## src/rtl/fetch_pc_unit_if.sv

```systemverilog
// fetch_pc_unit_if: fetch request channel between the PC generator and
// instruction memory.
//   fetch_valid : fetch_pc carries a valid request
//   fetch_ready : instruction memory accepts the request this cycle
//   fetch_pc    : word-aligned fetch address
// Modports: master = PC generator, slave = instruction memory.
interface fetch_pc_unit_if #(
    parameter int ADDR_W = 32
);
    logic              fetch_valid;
    logic              fetch_ready;
    logic [ADDR_W-1:0] fetch_pc;

    modport master (output fetch_valid, output fetch_pc, input fetch_ready);
    modport slave  (input fetch_valid, input fetch_pc, output fetch_ready);
endinterface

```

## src/rtl/fetch_pc_unit.sv

```systemverilog
// fetch_pc_unit: registered fetch-stage program counter.
// Holds the fetch PC and offers it over a valid/ready handshake. It advances
// by 4 on each accepted request, or is redirected by resolved control flow
// (priority eret > exception > jr > jmp > taken branch). After a redirect,
// fetch_valid stays low for BUBBLES cycles.
// Ports:
//   clk, rst_n          clock, asynchronous active-low reset
//   fetch (master)      fetch_valid / fetch_ready / fetch_pc handshake
//   ctl_valid           qualifies all control inputs below
//   ctl_pc              PC of the resolving instruction
//   eret/epc            exception return and its target
//   exception/etarget   exception entry and its target
//   jr/ra               register jump and its target
//   jmp/target          absolute jump, word index within the ctl_pc region
//   branch/z/imm        branch, taken when z=0, signed word offset
//   redirect            one-cycle pulse: PC was redirected on the last edge
//   misalign            one-cycle pulse: misaligned eret/jr target trapped
// Optional feature: define FETCH_PC_ALIGN_CHECK_EN to trap a winning eret/jr
// target with nonzero low bits to EXC_VECTOR. Without it the low bits are
// cleared silently and misalign stays 0.
module fetch_pc_unit #(
    parameter int          ADDR_W     = 32,
    parameter int          TARGET_W   = 26,
    parameter int          IMM_W      = 16,
    parameter logic [31:0] RESET_PC   = 32'hBFC0_0000,
    parameter int          BUBBLES    = 1,
    parameter logic [31:0] EXC_VECTOR = 32'hBFC0_0380
) (
    input  logic                clk,
    input  logic                rst_n,
    fetch_pc_unit_if.master     fetch,
    input  logic                ctl_valid,
    input  logic [ADDR_W-1:0]   ctl_pc,
    input  logic                eret,
    input  logic [ADDR_W-1:0]   epc,
    input  logic                exception,
    input  logic [ADDR_W-1:0]   etarget,
    input  logic                jr,
    input  logic [ADDR_W-1:0]   ra,
    input  logic                jmp,
    input  logic [TARGET_W-1:0] target,
    input  logic                branch,
    input  logic                z,
    input  logic [IMM_W-1:0]    imm,
    output logic                redirect,
    output logic                misalign
);
    localparam logic [ADDR_W-1:0] MASK   = ~ADDR_W'(3);
    localparam logic [ADDR_W-1:0] RST_PC = ADDR_W'(RESET_PC) & MASK;
    localparam logic [ADDR_W-1:0] EXC_PC = ADDR_W'(EXC_VECTOR) & MASK;
    localparam logic [2:0]        BUB    = 3'(BUBBLES);

    typedef enum logic [1:0] {S_BOOT, S_RUN, S_FLUSH} state_t;

    state_t            state, state_nxt;
    logic [2:0]        cnt, cnt_nxt;
    logic [ADDR_W-1:0] pc, pc_nxt;
    logic [ADDR_W-1:0] imm_ext, br_tgt, jmp_tgt, raw_tgt;
    logic              take_br, redir, mis_hit;
    logic              redirect_q, misalign_q;

    assign imm_ext = {{(ADDR_W-IMM_W){imm[IMM_W-1]}}, imm};
    assign br_tgt  = ctl_pc + ADDR_W'(4) + (imm_ext << 2);
    assign jmp_tgt = {ctl_pc[ADDR_W-1:TARGET_W+2], target, 2'b00};
    assign take_br = branch & ~z;
    assign redir   = ctl_valid & (eret | exception | jr | jmp | take_br);

    // Priority mux; the branch target is the fall-through because a redirect
    // with none of the higher sources set can only be a taken branch.
    always_comb begin
        raw_tgt = br_tgt;
        if (eret)           raw_tgt = epc;
        else if (exception) raw_tgt = etarget;
        else if (jr)        raw_tgt = ra;
        else if (jmp)       raw_tgt = jmp_tgt;
    end

`ifdef FETCH_PC_ALIGN_CHECK_EN
    // Only eret/jr carry register-sourced targets that can be misaligned.
    assign mis_hit = redir & (eret | (~exception & jr)) & (raw_tgt[1:0] != 2'b00);
`else
    assign mis_hit = 1'b0;
`endif

    always_comb begin
        state_nxt = state;
        cnt_nxt   = cnt;
        pc_nxt    = pc;
        if (redir) begin
            // A redirect wins over any stalled request and restarts the bubble count.
            pc_nxt = mis_hit ? EXC_PC : (raw_tgt & MASK);
            if (BUB != 3'd0) begin
                state_nxt = S_FLUSH;
                cnt_nxt   = BUB;
            end else begin
                state_nxt = S_RUN;
                cnt_nxt   = 3'd0;
            end
        end else begin
            case (state)
                S_BOOT:  state_nxt = S_RUN;
                S_RUN:   if (fetch.fetch_ready) pc_nxt = pc + ADDR_W'(4);
                S_FLUSH: begin
                    cnt_nxt = cnt - 3'd1;
                    if (cnt <= 3'd1) state_nxt = S_RUN;
                end
                default: state_nxt = S_BOOT;
            endcase
        end
    end

    always_ff @(posedge clk or negedge rst_n) begin
        if (!rst_n) begin
            state      <= S_BOOT;
            cnt        <= 3'd0;
            pc         <= RST_PC;
            redirect_q <= 1'b0;
            misalign_q <= 1'b0;
        end else begin
            state      <= state_nxt;
            cnt        <= cnt_nxt;
            pc         <= pc_nxt;
            redirect_q <= redir;
            misalign_q <= mis_hit;
        end
    end

    assign fetch.fetch_valid = (state == S_RUN);
    assign fetch.fetch_pc    = pc;
    assign redirect          = redirect_q;
    assign misalign          = misalign_q;
endmodule

```

## src/flat_wrapper.sv

```systemverilog
// flat-port wrapper written by rule: the top's interface ports become plain ports
module fetch_pc_unit_flat 
#(
    parameter int          ADDR_W     = 32,
    parameter int          TARGET_W   = 26,
    parameter int          IMM_W      = 16,
    parameter logic [31:0] RESET_PC   = 32'hBFC0_0000,
    parameter int          BUBBLES    = 1,
    parameter logic [31:0] EXC_VECTOR = 32'hBFC0_0380
)
  (clk, rst_n, ctl_valid, ctl_pc, eret, epc, exception, etarget, jr, ra, jmp, target, branch, z, imm, redirect, misalign, fetch_fetch_valid, fetch_fetch_pc, fetch_fetch_ready);
  fetch_pc_unit_if #(.ADDR_W(ADDR_W)) fetch_i ();
  input  logic clk;
  input  logic rst_n;
  input  logic ctl_valid;
  input  logic [ADDR_W-1:0] ctl_pc;
  input  logic eret;
  input  logic [ADDR_W-1:0] epc;
  input  logic exception;
  input  logic [ADDR_W-1:0] etarget;
  input  logic jr;
  input  logic [ADDR_W-1:0] ra;
  input  logic jmp;
  input  logic [TARGET_W-1:0] target;
  input  logic branch;
  input  logic z;
  input  logic [IMM_W-1:0] imm;
  output logic redirect;
  output logic misalign;
  output wire logic [$bits(fetch_i.fetch_valid)-1:0] fetch_fetch_valid;
  output wire logic [$bits(fetch_i.fetch_pc)-1:0] fetch_fetch_pc;
  input wire logic [$bits(fetch_i.fetch_ready)-1:0] fetch_fetch_ready;
  assign fetch_fetch_valid = fetch_i.fetch_valid;
  assign fetch_fetch_pc = fetch_i.fetch_pc;
  assign fetch_i.fetch_ready = fetch_fetch_ready;
  fetch_pc_unit #(.ADDR_W(ADDR_W), .TARGET_W(TARGET_W), .IMM_W(IMM_W), .RESET_PC(RESET_PC), .BUBBLES(BUBBLES), .EXC_VECTOR(EXC_VECTOR)) u_core (.clk(clk), .rst_n(rst_n), .fetch(fetch_i), .ctl_valid(ctl_valid), .ctl_pc(ctl_pc), .eret(eret), .epc(epc), .exception(exception), .etarget(etarget), .jr(jr), .ra(ra), .jmp(jmp), .target(target), .branch(branch), .z(z), .imm(imm), .redirect(redirect), .misalign(misalign));
endmodule
```

## config.mk

```make
export PLATFORM = sky130hd
export DESIGN_NAME = fetch_pc_unit_flat
export DESIGN_NICKNAME = d
export VERILOG_FILES = /design/src/rtl/fetch_pc_unit_if.sv /design/src/rtl/fetch_pc_unit.sv /design/src/flat_wrapper.sv
export SDC_FILE = /design/constraint.sdc
export NUM_CORES = 1
export LEC_CHECK = 0
export CAP_MARGIN = 5
export CORE_ASPECT_RATIO = 0.9
export CORE_MARGIN = 1
export CORE_UTILIZATION = 43
export CTS_BUF_LIST = sky130_fd_sc_hd__clkbuf_2
export DETAILED_ROUTE_END_ITERATION = 6
export PLACE_DENSITY = 0.81
export SYNTH_ARGS = -nofsm -noshare
export SYNTH_HDL_FRONTEND = slang
export SYNTH_SLANG_ARGS = --single-unit
```

## constraint.sdc

```tcl
create_clock -name clk -period 2.8 [get_ports clk]
set_input_delay 0.84 -clock clk [delete_from_list [all_inputs] [get_ports clk]]
set_output_delay 0.84 -clock clk [all_outputs]
set_load 0.05 [all_outputs]
```

======== After elaboration in Yosys (flattened, before gate mapping) ========
Cells that the tools add are included.
operators by class
  add/sub/neg operators ................... 4
  order comparisons ....................... 1
  eq/ne operators ......................... 4
  mux-type cells .......................... 12
  bitwise gates (word level) .............. 7
  reduce and logical (&&, ||, !) cells .... 6
operator list
  kind                                                 count
  2-to-1 mux 32 bit                                    7
  adder 32 x 3 -> 32 bit, second input constant        2
  adder 32 bit                                         1
  2-to-1 mux 3 bit                                     2
  case mux 2 bit (3 select lines)                      1
  nonzero test 2 bit                                   3
  2-to-1 mux 2 bit                                     2
  OR 1 bit                                             4
  AND reduction 2 bit                                  2
  <= comparator 3 x 1 -> 1 bit, second input constant  1
  != test 3 x 1 -> 1 bit, second input constant        1
  subtractor 3 x 1 -> 3 bit, second input constant     1
  bitwise AND 1 bit                                    2
  equality test 2 x 1 -> 1 bit, second input constant  1
  equality test 2 bit, second input constant           1
  logical NOT 2 bit                                    1
  != test 2 x 1 -> 1 bit, second input constant        1
  inverter 1 bit                                       1
storage, ports and cells
  register bits after elaboration ......... 38

======== Longest topological paths before layout ========
  depth in word-level cells ............... 7
  gate-level depth with buffers ........... 13
  gate-level depth less buffers ........... 13

======== Worst setup path before layout ========
No wires, ideal clock.
  path type ............................... input port to flip-flop
  from .................................... input port ctl_pc[3]
  to ...................................... register u_core.pc[25] (netlist: u_core.fetch.fetch_pc[25])
  data arrival time ....................... 3.470 ns
  data required time ...................... 2.709 ns
  setup slack ............................. -0.761 ns
  cell stages on the path ................. 11
  buffers on the path ..................... 0
  cells stage by stage .................... ha_1 > ha_1 > fa_1 > a21o_2 > a221o_2 > nor4_4 > o31ai_4 > a211oi_2 > xor2_1 > o211a_1 > o31ai_1
between the ends
  cells in the longest elaborated chain, start to end .. 7
ends and longest elaborated chain
  item                    line                  RTL
  start, declared         flat_wrapper.sv:16    input logic [ADDR_W-1:0] ctl_pc;
  adder 32 x 3 -> 32 bit  fetch_pc_unit.sv:63   assign br_tgt = ctl_pc + ADDR_W'(4) + (imm_ext << 2);
  adder 32 bit            fetch_pc_unit.sv:63
  2-to-1 mux 32 bit       fetch_pc_unit.sv:75   else if (jmp) raw_tgt = jmp_tgt;
  2-to-1 mux 32 bit       fetch_pc_unit.sv:74   else if (jr) raw_tgt = ra;
  2-to-1 mux 32 bit       fetch_pc_unit.sv:73   else if (exception) raw_tgt = etarget;
  2-to-1 mux 32 bit       fetch_pc_unit.sv:72   if (eret) raw_tgt = epc;
  2-to-1 mux 32 bit       fetch_pc_unit.sv:89   if (redir) begin
  end signal, assigned    fetch_pc_unit.sv:122  pc <= pc_nxt;
  end, declared           fetch_pc_unit.sv:57   logic [ADDR_W-1:0] pc, pc_nxt;
Every way passes these cells.
A chain may end at the register's enable or synchronous reset.

======== Worst setup path in the final report ========
  from .................................... input port imm[1]
  to ...................................... register u_core.pc[17] (netlist: u_core.fetch.fetch_pc[17])
between the ends
  cells in the longest elaborated chain, start to end .. 6
ends and longest elaborated chain
  item               line                 RTL
  start, declared    flat_wrapper.sv:27   input logic [IMM_W-1:0] imm;
  adder 32 bit       fetch_pc_unit.sv:63
  2-to-1 mux 32 bit  fetch_pc_unit.sv:75
  2-to-1 mux 32 bit  fetch_pc_unit.sv:74
  2-to-1 mux 32 bit  fetch_pc_unit.sv:73
  2-to-1 mux 32 bit  fetch_pc_unit.sv:72
  2-to-1 mux 32 bit  fetch_pc_unit.sv:89
Every way passes these cells.

==> flow_metrics.py <==
metrics = {
    "run_status": {
        "status": "complete, but fails checks",
        "violations": "setup timing",
    },
    "timing": {
        "fmax_ghz": 0.309,
        "relSlewSlack_pct": 42.1,
        "tightest_slew_ps": 863,
        "hold_viol": 0,
        "rsz0062_at_grt": "true",
        "setup_viol": 14,
        "period_minus_slack_ps": 3240,
        "fin_crit_sh_pct": 116,
        "setup_ws_ps": -435,
        "tns_ps": -4050,
        "report.final.slew_viol_count": 0,
        "skew_ps": 40.9,
    },
    "yosys": {
        "synth_xor_area_share_pct": 8.96,
        "synth_top_family_by_area": "compound AO/OA/AOI/OAI gates",
        "synth-simple-area-share_pct": 19.8,
        "syn_area_per_cell_um2": 7.78,
        "synthMuxAreaShare_pct": 1.43,
        "synth_compound_area_share_pct": 29.9,
        "yosys_warnings": 0,
        "syn_area_um2": 4980,
        "ys.flop_type": "dfrtp_1",
        "synth-seq-area-share_pct": 18.3,
        "ys_types": 77,
        "synth_edf_count": 0,
        "synth-seq-cells": 36,
        "async_reset_ff_share_pct": 100,
        "yosysTopAreaCell": "ha_1",
        "netlist_instances": 641,
        "synth_fa_ha_area_share_pct": 15.2,
        "yosysTopAreaCellShare_pct": 14.8,
        "ys_top_cells_by_area": "ha_1 15%, dfrtp_1 14%, xnor2_1 5.6%",
    },
    "power_and_ir_drop": {
        "p_leak_uw": 0.00366,
        "p_per_area_nw_per_um2": 381,
        "p_clk_share_pct": 15.4,
        "comb_power_share_pct": 64.3,
        "p_sw_share_pct": 41.3,
        "p_switching_uw": 1410,
        "peakVddDrop_v": 0.000247,
        "p_int_uw": 2010,
        "seqPwrFrac_pct": 20.3,
    },
    "final_layout": {
        "final_core_util_pct": 81.5,
        "layout_commonest_cell": "clkdlybuf4s50_1",
        "syn2layout_area_growth_pct": 80.3,
        "finalNetCount": 1191,
        "final_cell_mix": "165 x clkdlybuf4s50_1, 129 x buf_4, 53 x nand2_1, 46 x nor2_1, 42 x ha_4",
        "drive_above_1_share_pct": 32.8,
    },
    "hold_path": {
        "whs_path_depth": 1,
        "holdPathEnd": "u_core.state[0]",
        "hold_path_class": "flip-flop to flip-flop",
        "hold_start": "u_core.state[1]",
    },
    "grt": {
        "grt_max_degree": 37,
        "first_global_vias": 6473,
        "grt_usage_pct": 36.5,
        "grt_pass1_wl_um": 34400,
        "overflow": 0,
        "antenna_found_initial": 1,
    },
    "placement": {
        "hpwl_um": 16700,
        "port_buffers": 203,
        "place_congestion": 0.944,
    },
    "setup_path": {
        "crit_required_ps": 3100,
        "rr_worst_depth": 8,
        "worst-r2r-setup-slack_ps": 430,
        "cp-startpoint": "imm[1]",
        "worstReg2RegStart": "u_core.fetch.fetch_pc[5]",
        "crit_type": "input pin to flip-flop",
        "endpoint_kind": "flip-flop",
        "slowest_delay_ps": 390,
        "crit_fanout": 2,
        "slowest_stage": "a221o_2",
        "arrival_ps": 3530,
        "start_kind": "input pin",
        "crit_chain": "buf_8 > ha_4 > ha_4 > fa_2 > a21o_4 > a221o_2 > buf_6 > a221oi_4 > o21ai_2 > xnor2_1 > a211oi_1 > a2111oi_1 > a211oi_1",
        "timing.rr.end": "u_core.fetch.fetch_pc[29]",
    },
    "floorplanning": {
        "io_pins": 215,
        "rows": 36,
        "design.core.area_um2": 11000,
        "die_x_um": 115,
        "die_area_um2": 12000,
        "die_y_um": 104,
        "start_util_pct": 45.2,
    },
    "clocking": {
        "root_buffer": "clkbuf_2",
        "insertion_delay_ps": 420,
        "htree_levels": 2,
        "cts_sinks": 36,
        "cts_tree": "yes",
        "path_clk_slew_ps": 200,
        "numCtsBuffers": 5,
        "clk_path_buf_depth": 2,
    },
    "detailed_routing": {
        "via_per_inst": 5.88,
        "drt_first_pass_iters": 5,
        "drc": 0,
        "ant_nets": 0,
        "drtIter0Drc": 543,
        "wl_per_cell_um": 20.6,
        "dr_total_vias": 6502,
        "routed_wl_um": 22800,
    },
    "flow_run": {
        "maxCapViolCount": 0,
    },
}
[stage by stage]
stage,cells,power [uW],hold slack [ps],worst slack (ps),instance area [um^2]
floorplan,643,1750,477,-557,5310
global placement,1071,2510,503,-1130,8170
detailed placement,1071,2560,533,-1250,8170
CTS,1093,3240,561,-440,8770
global route,1105,3570,594,-497,8990
finish,1105,3420,565,-435,8990
[routing by layer]
layer  vias to the layer above  GRT usage, %  wire length, um
li1                       3000             -                -
met1                      3078          47.1             9310
met2                       361          62.1            10800
met3                        63          5.19             1930
met4                         0          10.9              702
met5                         -             0                0
[how the worst max path moves through the flow]
stage	to	slack, ps	depth (start not counted)
finish	u_core.fetch.fetch_pc[17]	-440	13
global route	u_core.fetch.fetch_pc[17]	-500	13
CTS	u_core.fetch.fetch_pc[25]	-440	12
detailed placement	u_core.fetch.fetch_pc[25]	-1250	12
global placement	u_core.fetch.fetch_pc[17]	-1130	12
floorplan	u_core.fetch.fetch_pc[17]	-560	11
[power groups by stage]
| stage | logic [uW] | clock network, uW | registers (uW) |
|---|---|---|---|
| floorplan | 843 | 0 | 903 |
| global placement | 1820 | 0 | 696 |
| detailed placement | 1860 | 0 | 702 |
| CTS | 2020 | 525 | 692 |
| global route | 2330 | 543 | 705 |
| finish | 2200 | 526 | 696 |
[cells in the mapped netlist (3+ instances only)]
library cell,number
nand3_1,16
nor3_1,11
a221oi_1,8
o311a_1,3
buf_2,12
o21bai_1,3
nand3b_1,3
nand2b_1,4
xnor2_1,32
inv_1,22
buf_6,3
a21oi_1,53
nor2b_1,3
and4_1,4
a22oi_1,3
o221ai_1,4
or3_1,15
nand2_1,55
nand4_1,15
a21o_1,10
o21ai_0,49
a21o_2,3
and3_1,10
ha_1,59
mux2i_1,6
dfrtp_1,27
o22ai_1,12
o211ai_1,13
o21ai_1,4
clkbuf_1,22
a211oi_1,11
nor2_1,51
xor2_1,19
buf_4,3
a31oi_1,9
a211oi_2,3
dfstp_2,9
o21a_1,3
and2_1,3
[kinds of logic (layout without fill, tap and decap cells)]
group                      after synthesis  count (layout)
buffers and inverters                   67             376
muxes                                    7               7
and+or+nand+nor                        198             198
xor gates and xnor gates                51              51
adders and majority gates               60              60
AOI/OAI and AO/OA                      221             221
DFF                                     36              36
other                                    1               4
[layout make-up]
class	count	area, um^2
tap	152	190
clock inverter	3	90.1
clock buffer	5	25.0
timing repair buffer	345	3050
antenna	1	2.50
inverter	23	86.3
multi-input combinational	540	4640
fill	710	2050
sequential	36	912
[what timing repair did]
item,CTS,global route
setup buffers,18,12
pin swaps,100,66
setup endpoints to repair,27,25
hold buffers,0,0
resized for setup,193,63
[critical path: cells and delay by family]
| kind | cells | cell delay [ps] |
|---|---|---|
| AO/OA/AOI/OAI | 7 | 1510 |
| XOR/XNOR | 1 | 170 |
| adder cells (fa/ha/maj) | 3 | 760 |
| buffers and inverters | 2 | 250 |
[state kept, by name, indices dropped and copies added, names as in the netlist]
name / count
u_core.state: 2
u_core.redirect: 1
u_core.cnt: 3
u_core.fetch.fetch_pc: 30
Power figures use the tool's default switching activity.
